<file path="src/rtl/hazard_stall_ctrl_if.sv">
// rtl/hazard_stall_ctrl_if.sv - hazard inputs and stage-register controls shared by pipeline and sequencer
// HAZARD_PERF_EN adds the stall/flush performance counters.
interface hazard_stall_ctrl_if;
  logic [4:0]  id_rs;
  logic [4:0]  id_rt;
  logic        id_uses_rt;
  logic        ex_mem_read;
  logic [4:0]  ex_rd;
  logic        ex_branch_taken;
  logic        ex_md_start;
  logic        mem_req;
  logic        mem_ready;

  logic        pc_en;
  logic        ifid_en;
  logic        idex_en;
  logic        exmem_en;
  logic        memwb_en;
  logic        ifid_flush;
  logic        idex_flush;
  logic        exmem_flush;
  logic        memwb_flush;
  logic        md_busy;
  logic        mem_err;
`ifdef HAZARD_PERF_EN
  logic [31:0] stall_cycles;
  logic [31:0] flush_events;
`endif

  modport master (
    output id_rs, id_rt, id_uses_rt, ex_mem_read, ex_rd,
           ex_branch_taken, ex_md_start, mem_req, mem_ready,
    input  pc_en, ifid_en, idex_en, exmem_en, memwb_en,
           ifid_flush, idex_flush, exmem_flush, memwb_flush,
           md_busy, mem_err
`ifdef HAZARD_PERF_EN
    , input stall_cycles, flush_events
`endif
  );

  modport slave (
    input  id_rs, id_rt, id_uses_rt, ex_mem_read, ex_rd,
           ex_branch_taken, ex_md_start, mem_req, mem_ready,
    output pc_en, ifid_en, idex_en, exmem_en, memwb_en,
           ifid_flush, idex_flush, exmem_flush, memwb_flush,
           md_busy, mem_err
`ifdef HAZARD_PERF_EN
    , output stall_cycles, flush_events
`endif
  );
endinterface

</file>
<file path="src/rtl/hazard_stall_ctrl.sv">
// rtl/hazard_stall_ctrl.sv - five-stage pipeline enable/flush sequencer for load-use, branch, mul/div and memory waits
// Optional HAZARD_PERF_EN adds stall_cycles/flush_events counters.
module hazard_stall_ctrl #(
  parameter int MD_LATENCY  = 4,
  parameter int MEM_TIMEOUT = 255
) (
  input  logic                clk,
  input  logic                rst,
  hazard_stall_ctrl_if.slave  hz
);

  typedef enum logic {RUN = 1'b0, MD_BUSY = 1'b1} state_t;

  localparam logic [3:0] MD_RELOAD = 4'(MD_LATENCY - 2);
  localparam logic [7:0] TIMEOUT   = 8'(MEM_TIMEOUT);

  state_t     state;
  state_t     state_nxt;
  logic [3:0] md_cnt;
  logic [3:0] md_cnt_nxt;
  logic [7:0] wait_cnt;
  logic [7:0] wait_cnt_nxt;
  logic       mem_err_q;
  logic       mem_err_nxt;

  logic       mem_stall;
  logic       load_use;
  logic       md_start;

  logic       pc_en;
  logic       ifid_en;
  logic       idex_en;
  logic       exmem_en;
  logic       memwb_en;
  logic       ifid_flush;
  logic       idex_flush;
  logic       exmem_flush;
  logic       memwb_flush;
  logic       md_busy;

  assign mem_stall = hz.mem_req & ~hz.mem_ready;
  assign load_use  = hz.ex_mem_read & (hz.ex_rd != 5'd0) &
                     ((hz.ex_rd == hz.id_rs) | (hz.id_uses_rt & (hz.ex_rd == hz.id_rt)));
  assign md_start  = (state == RUN) & hz.ex_md_start & ~mem_stall;

  always_ff @(posedge clk or posedge rst) begin
    if (rst) begin
      state     <= RUN;
      md_cnt    <= 4'd0;
      wait_cnt  <= 8'd0;
      mem_err_q <= 1'b0;
    end else begin
      state     <= state_nxt;
      md_cnt    <= md_cnt_nxt;
      wait_cnt  <= wait_cnt_nxt;
      mem_err_q <= mem_err_nxt;
    end
  end

  // A memory stall freezes the whole sequencer, including the mul/div countdown.
  always_comb begin
    state_nxt  = state;
    md_cnt_nxt = md_cnt;
    if (!mem_stall) begin
      case (state)
        RUN: begin
          if (hz.ex_md_start) begin
            state_nxt  = MD_BUSY;
            md_cnt_nxt = MD_RELOAD;
          end
        end
        MD_BUSY: begin
          if (md_cnt != 4'd0) begin
            md_cnt_nxt = md_cnt - 4'd1;
          end else begin
            state_nxt = RUN;
          end
        end
        default: state_nxt = RUN;
      endcase
    end

    if (mem_stall) begin
      wait_cnt_nxt = (wait_cnt == 8'hFF) ? 8'hFF : wait_cnt + 8'd1;
    end else begin
      wait_cnt_nxt = 8'd0;
    end
    mem_err_nxt = mem_err_q | (mem_stall & (wait_cnt_nxt >= TIMEOUT));
  end

  always_comb begin
    pc_en       = 1'b1;
    ifid_en     = 1'b1;
    idex_en     = 1'b1;
    exmem_en    = 1'b1;
    memwb_en    = 1'b1;
    ifid_flush  = 1'b0;
    idex_flush  = 1'b0;
    exmem_flush = 1'b0;
    memwb_flush = 1'b0;
    md_busy     = (state == MD_BUSY) | md_start;

    if (rst) begin
      pc_en    = 1'b0;
      ifid_en  = 1'b0;
      idex_en  = 1'b0;
      exmem_en = 1'b0;
      memwb_en = 1'b0;
      md_busy  = 1'b0;
    end else if (mem_stall) begin
      pc_en       = 1'b0;
      ifid_en     = 1'b0;
      idex_en     = 1'b0;
      exmem_en    = 1'b0;
      memwb_flush = 1'b1;
    end else if (state == MD_BUSY) begin
      if (md_cnt != 4'd0) begin
        pc_en       = 1'b0;
        ifid_en     = 1'b0;
        idex_en     = 1'b0;
        exmem_en    = 1'b0;
        exmem_flush = 1'b1;
      end
    end else if (hz.ex_md_start) begin
      pc_en       = 1'b0;
      ifid_en     = 1'b0;
      idex_en     = 1'b0;
      exmem_en    = 1'b0;
      exmem_flush = 1'b1;
    end else if (hz.ex_branch_taken) begin
      // The squashed ID instruction makes any load-use stall irrelevant.
      ifid_flush = 1'b1;
      idex_flush = 1'b1;
    end else if (load_use) begin
      pc_en      = 1'b0;
      ifid_en    = 1'b0;
      idex_flush = 1'b1;
    end
  end

  assign hz.pc_en       = pc_en;
  assign hz.ifid_en     = ifid_en;
  assign hz.idex_en     = idex_en;
  assign hz.exmem_en    = exmem_en;
  assign hz.memwb_en    = memwb_en;
  assign hz.ifid_flush  = ifid_flush;
  assign hz.idex_flush  = idex_flush;
  assign hz.exmem_flush = exmem_flush;
  assign hz.memwb_flush = memwb_flush;
  assign hz.md_busy     = md_busy;
  assign hz.mem_err     = mem_err_q;

`ifdef HAZARD_PERF_EN
  logic [31:0] stall_cycles;
  logic [31:0] flush_events;

  always_ff @(posedge clk or posedge rst) begin
    if (rst) begin
      stall_cycles <= 32'd0;
      flush_events <= 32'd0;
    end else begin
      stall_cycles <= stall_cycles + {31'd0, ~pc_en};
      flush_events <= flush_events + {31'd0, ifid_flush};
    end
  end

  assign hz.stall_cycles = stall_cycles;
  assign hz.flush_events = flush_events;
`endif

endmodule

</file>
<file path="src/flat_wrapper.sv">
// flat-port wrapper written by rule: the top's interface ports become plain ports
module hazard_stall_ctrl_flat 
#(
  parameter int MD_LATENCY  = 4,
  parameter int MEM_TIMEOUT = 255
)
  (clk, rst, hz_id_rs, hz_id_rt, hz_id_uses_rt, hz_ex_mem_read, hz_ex_rd, hz_ex_branch_taken, hz_ex_md_start, hz_mem_req, hz_mem_ready, hz_pc_en, hz_ifid_en, hz_idex_en, hz_exmem_en, hz_memwb_en, hz_ifid_flush, hz_idex_flush, hz_exmem_flush, hz_memwb_flush, hz_md_busy, hz_mem_err);
  hazard_stall_ctrl_if hz_i ();
  input  logic clk;
  input  logic rst;
  input wire logic [$bits(hz_i.id_rs)-1:0] hz_id_rs;
  input wire logic [$bits(hz_i.id_rt)-1:0] hz_id_rt;
  input wire logic [$bits(hz_i.id_uses_rt)-1:0] hz_id_uses_rt;
  input wire logic [$bits(hz_i.ex_mem_read)-1:0] hz_ex_mem_read;
  input wire logic [$bits(hz_i.ex_rd)-1:0] hz_ex_rd;
  input wire logic [$bits(hz_i.ex_branch_taken)-1:0] hz_ex_branch_taken;
  input wire logic [$bits(hz_i.ex_md_start)-1:0] hz_ex_md_start;
  input wire logic [$bits(hz_i.mem_req)-1:0] hz_mem_req;
  input wire logic [$bits(hz_i.mem_ready)-1:0] hz_mem_ready;
  output wire logic [$bits(hz_i.pc_en)-1:0] hz_pc_en;
  output wire logic [$bits(hz_i.ifid_en)-1:0] hz_ifid_en;
  output wire logic [$bits(hz_i.idex_en)-1:0] hz_idex_en;
  output wire logic [$bits(hz_i.exmem_en)-1:0] hz_exmem_en;
  output wire logic [$bits(hz_i.memwb_en)-1:0] hz_memwb_en;
  output wire logic [$bits(hz_i.ifid_flush)-1:0] hz_ifid_flush;
  output wire logic [$bits(hz_i.idex_flush)-1:0] hz_idex_flush;
  output wire logic [$bits(hz_i.exmem_flush)-1:0] hz_exmem_flush;
  output wire logic [$bits(hz_i.memwb_flush)-1:0] hz_memwb_flush;
  output wire logic [$bits(hz_i.md_busy)-1:0] hz_md_busy;
  output wire logic [$bits(hz_i.mem_err)-1:0] hz_mem_err;
  assign hz_i.id_rs = hz_id_rs;
  assign hz_i.id_rt = hz_id_rt;
  assign hz_i.id_uses_rt = hz_id_uses_rt;
  assign hz_i.ex_mem_read = hz_ex_mem_read;
  assign hz_i.ex_rd = hz_ex_rd;
  assign hz_i.ex_branch_taken = hz_ex_branch_taken;
  assign hz_i.ex_md_start = hz_ex_md_start;
  assign hz_i.mem_req = hz_mem_req;
  assign hz_i.mem_ready = hz_mem_ready;
  assign hz_pc_en = hz_i.pc_en;
  assign hz_ifid_en = hz_i.ifid_en;
  assign hz_idex_en = hz_i.idex_en;
  assign hz_exmem_en = hz_i.exmem_en;
  assign hz_memwb_en = hz_i.memwb_en;
  assign hz_ifid_flush = hz_i.ifid_flush;
  assign hz_idex_flush = hz_i.idex_flush;
  assign hz_exmem_flush = hz_i.exmem_flush;
  assign hz_memwb_flush = hz_i.memwb_flush;
  assign hz_md_busy = hz_i.md_busy;
  assign hz_mem_err = hz_i.mem_err;
  hazard_stall_ctrl #(.MD_LATENCY(MD_LATENCY), .MEM_TIMEOUT(MEM_TIMEOUT)) u_core (.clk(clk), .rst(rst), .hz(hz_i));
endmodule
</file>
<file path="config.mk">
export PLATFORM = sky130hd
export DESIGN_NAME = hazard_stall_ctrl_flat
export DESIGN_NICKNAME = d
export VERILOG_FILES = /design/src/rtl/hazard_stall_ctrl_if.sv /design/src/rtl/hazard_stall_ctrl.sv /design/src/flat_wrapper.sv
export SDC_FILE = /design/constraint.sdc
export NUM_CORES = 1
export LEC_CHECK = 0
export CORE_ASPECT_RATIO = 1.2
export CORE_MARGIN = 5
export CORE_UTILIZATION = 40
export DETAILED_ROUTE_END_ITERATION = 10
export PLACE_DENSITY = 0.73
export SKIP_CTS_REPAIR_TIMING = 1
export SLEW_MARGIN = 20
export SYNTH_ARGS = -nofsm -noshare
export SYNTH_HDL_FRONTEND = slang
export SYNTH_SLANG_ARGS = --single-unit
</file>
<file path="constraint.sdc">
create_clock -name clk -period 1.8 [get_ports clk]
set_input_delay 0.27 -clock clk [delete_from_list [all_inputs] [get_ports clk]]
set_output_delay 0.27 -clock clk [all_outputs]
set_load 0.005 [all_outputs]
</file>
==> flow_summary_export.csv <==
group,metric,value,unit
synthesis,avgSynthCellArea,8.842,um2
power_and_ir_drop,peakVddDrop,0.0007598,V
floorplanning,die-area,0.003389,mm2
clock_tree,cts_sinks,14,
floorplanning,die_w,53.98,um
grt,grt_pass1_vias,997,
cells_and_area,layout_commonest_cell,"buf_4",
cells_and_area,fillers,186,
cells_and_area,final-seq-area,351.6,um2
clock_tree,clock_latency,0.27,ns
placement,numPortBuffers,33,
floorplanning,start_util,41.11,%
timing,fin_crit_sh,112.7,%
synthesis,synth_nets,130,
drt,ant_nets,0,
timing,maxSlewHeadroom,72.39,%
drt,first_pass_iters,4,
floorplanning,ios,34,
grt,grt_pass1_wl,4.160,mm
power_and_ir_drop,finalPower,1.332,mW
clock_tree,root_buffer,"clkbuf_4",
worst_setup_path,worstSetupEndpointType,"output port",
cells_and_area,antenna_cells,0,
synthesis,yosysWarnings,0,
timing,maxSlewViolCount,0,
drt,wire_per_inst,14.21,um
synthesis,ys_ff_latch,14,
clock_tree,clk_pin_slew_worst_paths,0.09,ns
min_path,hold_path.class,"in -> async",
worst_setup_path,r2r_start,"u_core.wait_cnt[0]$_DFF_PP0_",
cells_and_area,drive_gt1_share,33.33,%
grt,antenna_found_initial,0,
worst_setup_path,crit_type,"reg -> out",
clock_tree,cts_tree,"yes",
worst_setup_path,startpoint_type,"register",
cells_and_area,area_delta_synth_final,68.87,%
timing,hold_viol,0,
worst_setup_path,worstPathRequired,1.53,ns
timing,fin_crit,2.028,ns
power_and_ir_drop,clkPwrFrac,16.7,%
synthesis,synth_cells,105,
clock_tree,cts_buffer_depth,2,
floorplanning,fp.dieH,62.78,um
worst_setup_path,regToRegSetupSlack,0.09,ns
synthesis,syn_area,928.4,um2
drt,num_vias,1012,
job,maxCapViolations,0,
timing,setup_slack,-0.2284,ns
power_and_ir_drop,p_leak,0.8519,nW
power_and_ir_drop,p_switching,445.6,uW
power_and_ir_drop,power_frac_seq,31.2,%
clock_tree,htree_num_levels,1,
synthesis,ys_types,34,
drt,vias_per_cell,5.244,
grt,grt_usage,15.70,%
synthesis,ys_seq_area_share,37.74,%
worst_setup_path,rr_worst_depth,5,
timing,clock.fmax,493.0,MHz
status,status,"finished, violations left",
placement,place_congestion,0.8075,
power_and_ir_drop,netSwitchingFraction,33.44,%
cells_and_area,multiInputGateArea,598.1,um2
timing,rsz0062_at_grt,"yes",
power_and_ir_drop,intPower,886.8,uW
cells_and_area,nets,188,
timing,finalSetupViolations,4,
worst_setup_path,worstPathMaxFanout,2,
clock_tree,cts_inserted_buffers,3,
worst_setup_path,timing.rr.end,"u_core.hz.mem_err$_DFF_PP0_",
placement,dp.final_hpwl,2.010,mm
drt,drtIter0Drc,17,
timing,worst_pin_slew,0.4131,ns
power_and_ir_drop,combPwrFrac,52.1,%
drt,wl,2.742,mm
grt,overflow,0,
drt,drc_errors,0,
power_and_ir_drop,p_per_area,849.9,mW/mm2
floorplanning,core-area,0.002258,mm2
worst_setup_path,worstPathArrival,1.76,ns
floorplanning,num_rows,19,
timing,clock_skew,0.001544,ns
timing,tns,-0.6201,ns
status,violations,"negative setup slack",
grt,grt_start_max_net_pins,15,
cells_and_area,most-common-layout-cells,"24 x buf_4, 16 x dlymetal6s2s_1, 13 x dfrtp_1, 11 x nor2_1, 9 x xor2_1",
-- how the worst max path moves through the flow --
stage / startpoint / endpoint / slack, ns / cells past startpoint
after floorplan: u_core.md_cnt[0]$_DFFE_PP0P_ / hz_pc_en / 0.009 / 7
after detailed placement: hz_ex_rd[3] / hz_pc_en / -0.69 / 6
after CTS: hz_ex_rd[3] / hz_pc_en / -0.70 / 6
after global routing: u_core.md_cnt[1]$_DFFE_PP0P_ / hz_ifid_en / -0.34 / 8
after global placement: hz_ex_rd[2] / hz_ifid_en / -0.65 / 6
final: u_core.md_cnt[1]$_DFFE_PP0P_ / hz_pc_en / -0.23 / 8
-- final cells by class --
| cell class | instances | area share (%) |
|---|---|---|
| well taps | 31 | 2.474 |
| repair buffers | 57 | 32.72 |
| clock buffers | 4 | 2.314 |
| flip-flops and latches | 14 | 22.43 |
| inverters | 8 | 1.915 |
| multi-input cells | 79 | 38.15 |
-- stage by stage --
step	utilization, %	hold slack (ns)	cell area (um2)	worst slack, ns	std cells
2_1_floorplan	-	0.1812	928.4	0.009182	105
3_3_place_gp	63.05	0.4561	1424	-0.6514	185
3_5_place_dp	63.05	0.4704	1424	-0.6896	185
4_1_cts	64.65	0.4909	1460	-0.6970	189
5_1_grt	69.42	0.3487	1568	-0.3364	193
6_report	69.42	0.3129	1568	-0.2284	193
-- routing by layer --
| layer | routed length (um) | GRT usage, % |
|---|---|---|
| met5 | 0 | 0 |
| met4 | 22 | 2.804 |
| met3 | 196 | 5.012 |
| met2 | 1398 | 24.55 |
| met1 | 1124 | 21.07 |
-- synth_stat cells (all sizes together) --
library cell / number / area share, %
a2111oi: 1 / 0.94
a211oi: 1 / 0.81
a21o: 1 / 0.81
a21oi: 5 / 2.7
a31oi: 4 / 2.7
a32oi: 1 / 0.94
a41o: 1 / 1.1
a41oi: 2 / 1.9
and2: 1 / 0.67
and3: 3 / 2.0
and4: 1 / 0.94
buf: 3 / 2.2
clkbuf: 1 / 0.40
dfrtp: 14 / 38
ha: 2 / 2.7
inv: 8 / 3.2
nand2: 1 / 0.40
nand2b: 3 / 2.0
nand3: 4 / 2.2
nand4: 1 / 0.67
nand4bb: 1 / 1.2
nor2: 13 / 5.3
nor2b: 3 / 2.0
nor3: 7 / 3.8
nor4: 1 / 1.3
nor4b: 1 / 1.6
o21a: 1 / 0.81
o21ai: 5 / 2.7
o41a: 1 / 1.2
or4: 1 / 0.81
xnor2: 4 / 3.8
xor2: 9 / 8.5
-- state kept, by name, indices dropped and copies added, names as in the netlist --
name and count:
u_core.wait_cnt 8, u_core.state 1, u_core.hz.mem_err 1, u_core.md_cnt 4
-- power by group through the flow --
| stage | Sequential, mW | Clock, mW | Combinational (mW) |
|---|---|---|---|
| floorplan | 0.403 | 0 | 0.283 |
| global placement | 0.406 | 0 | 0.575 |
| detailed placement | 0.409 | 0 | 0.590 |
| CTS | 0.402 | 0.228 | 0.597 |
| global route | 0.421 | 0.242 | 0.769 |
| finish | 0.416 | 0.222 | 0.694 |
-- worst max-delay path, cell delays in order, from the launching register on --
cell	delay (ns)
dfrtp_1	0.39
inv_2	0.08
ha_4	0.12
nand4bb_1	0.14
nor2b_4	0.16
nor3_2	0.21
buf_4	0.14
o41a_1	0.14
clkbuf_2	0.11
-- cells by family (layout without fill, tap and decap cells) --
family | Yosys count | in the layout | synth area share [%]
buffers and inverters | 12 | 69 | 5.794
flip-flops | 14 | 14 | 37.74
AO/OA/AOI/OAI | 23 | 23 | 16.58
AND/OR/NAND/NOR | 41 | 41 | 24.93
XOR/XNOR | 13 | 13 | 12.26
adder cells (fa/ha/maj) | 2 | 2 | 2.695
No activity file was read; power rests on OpenSTA's default activity.
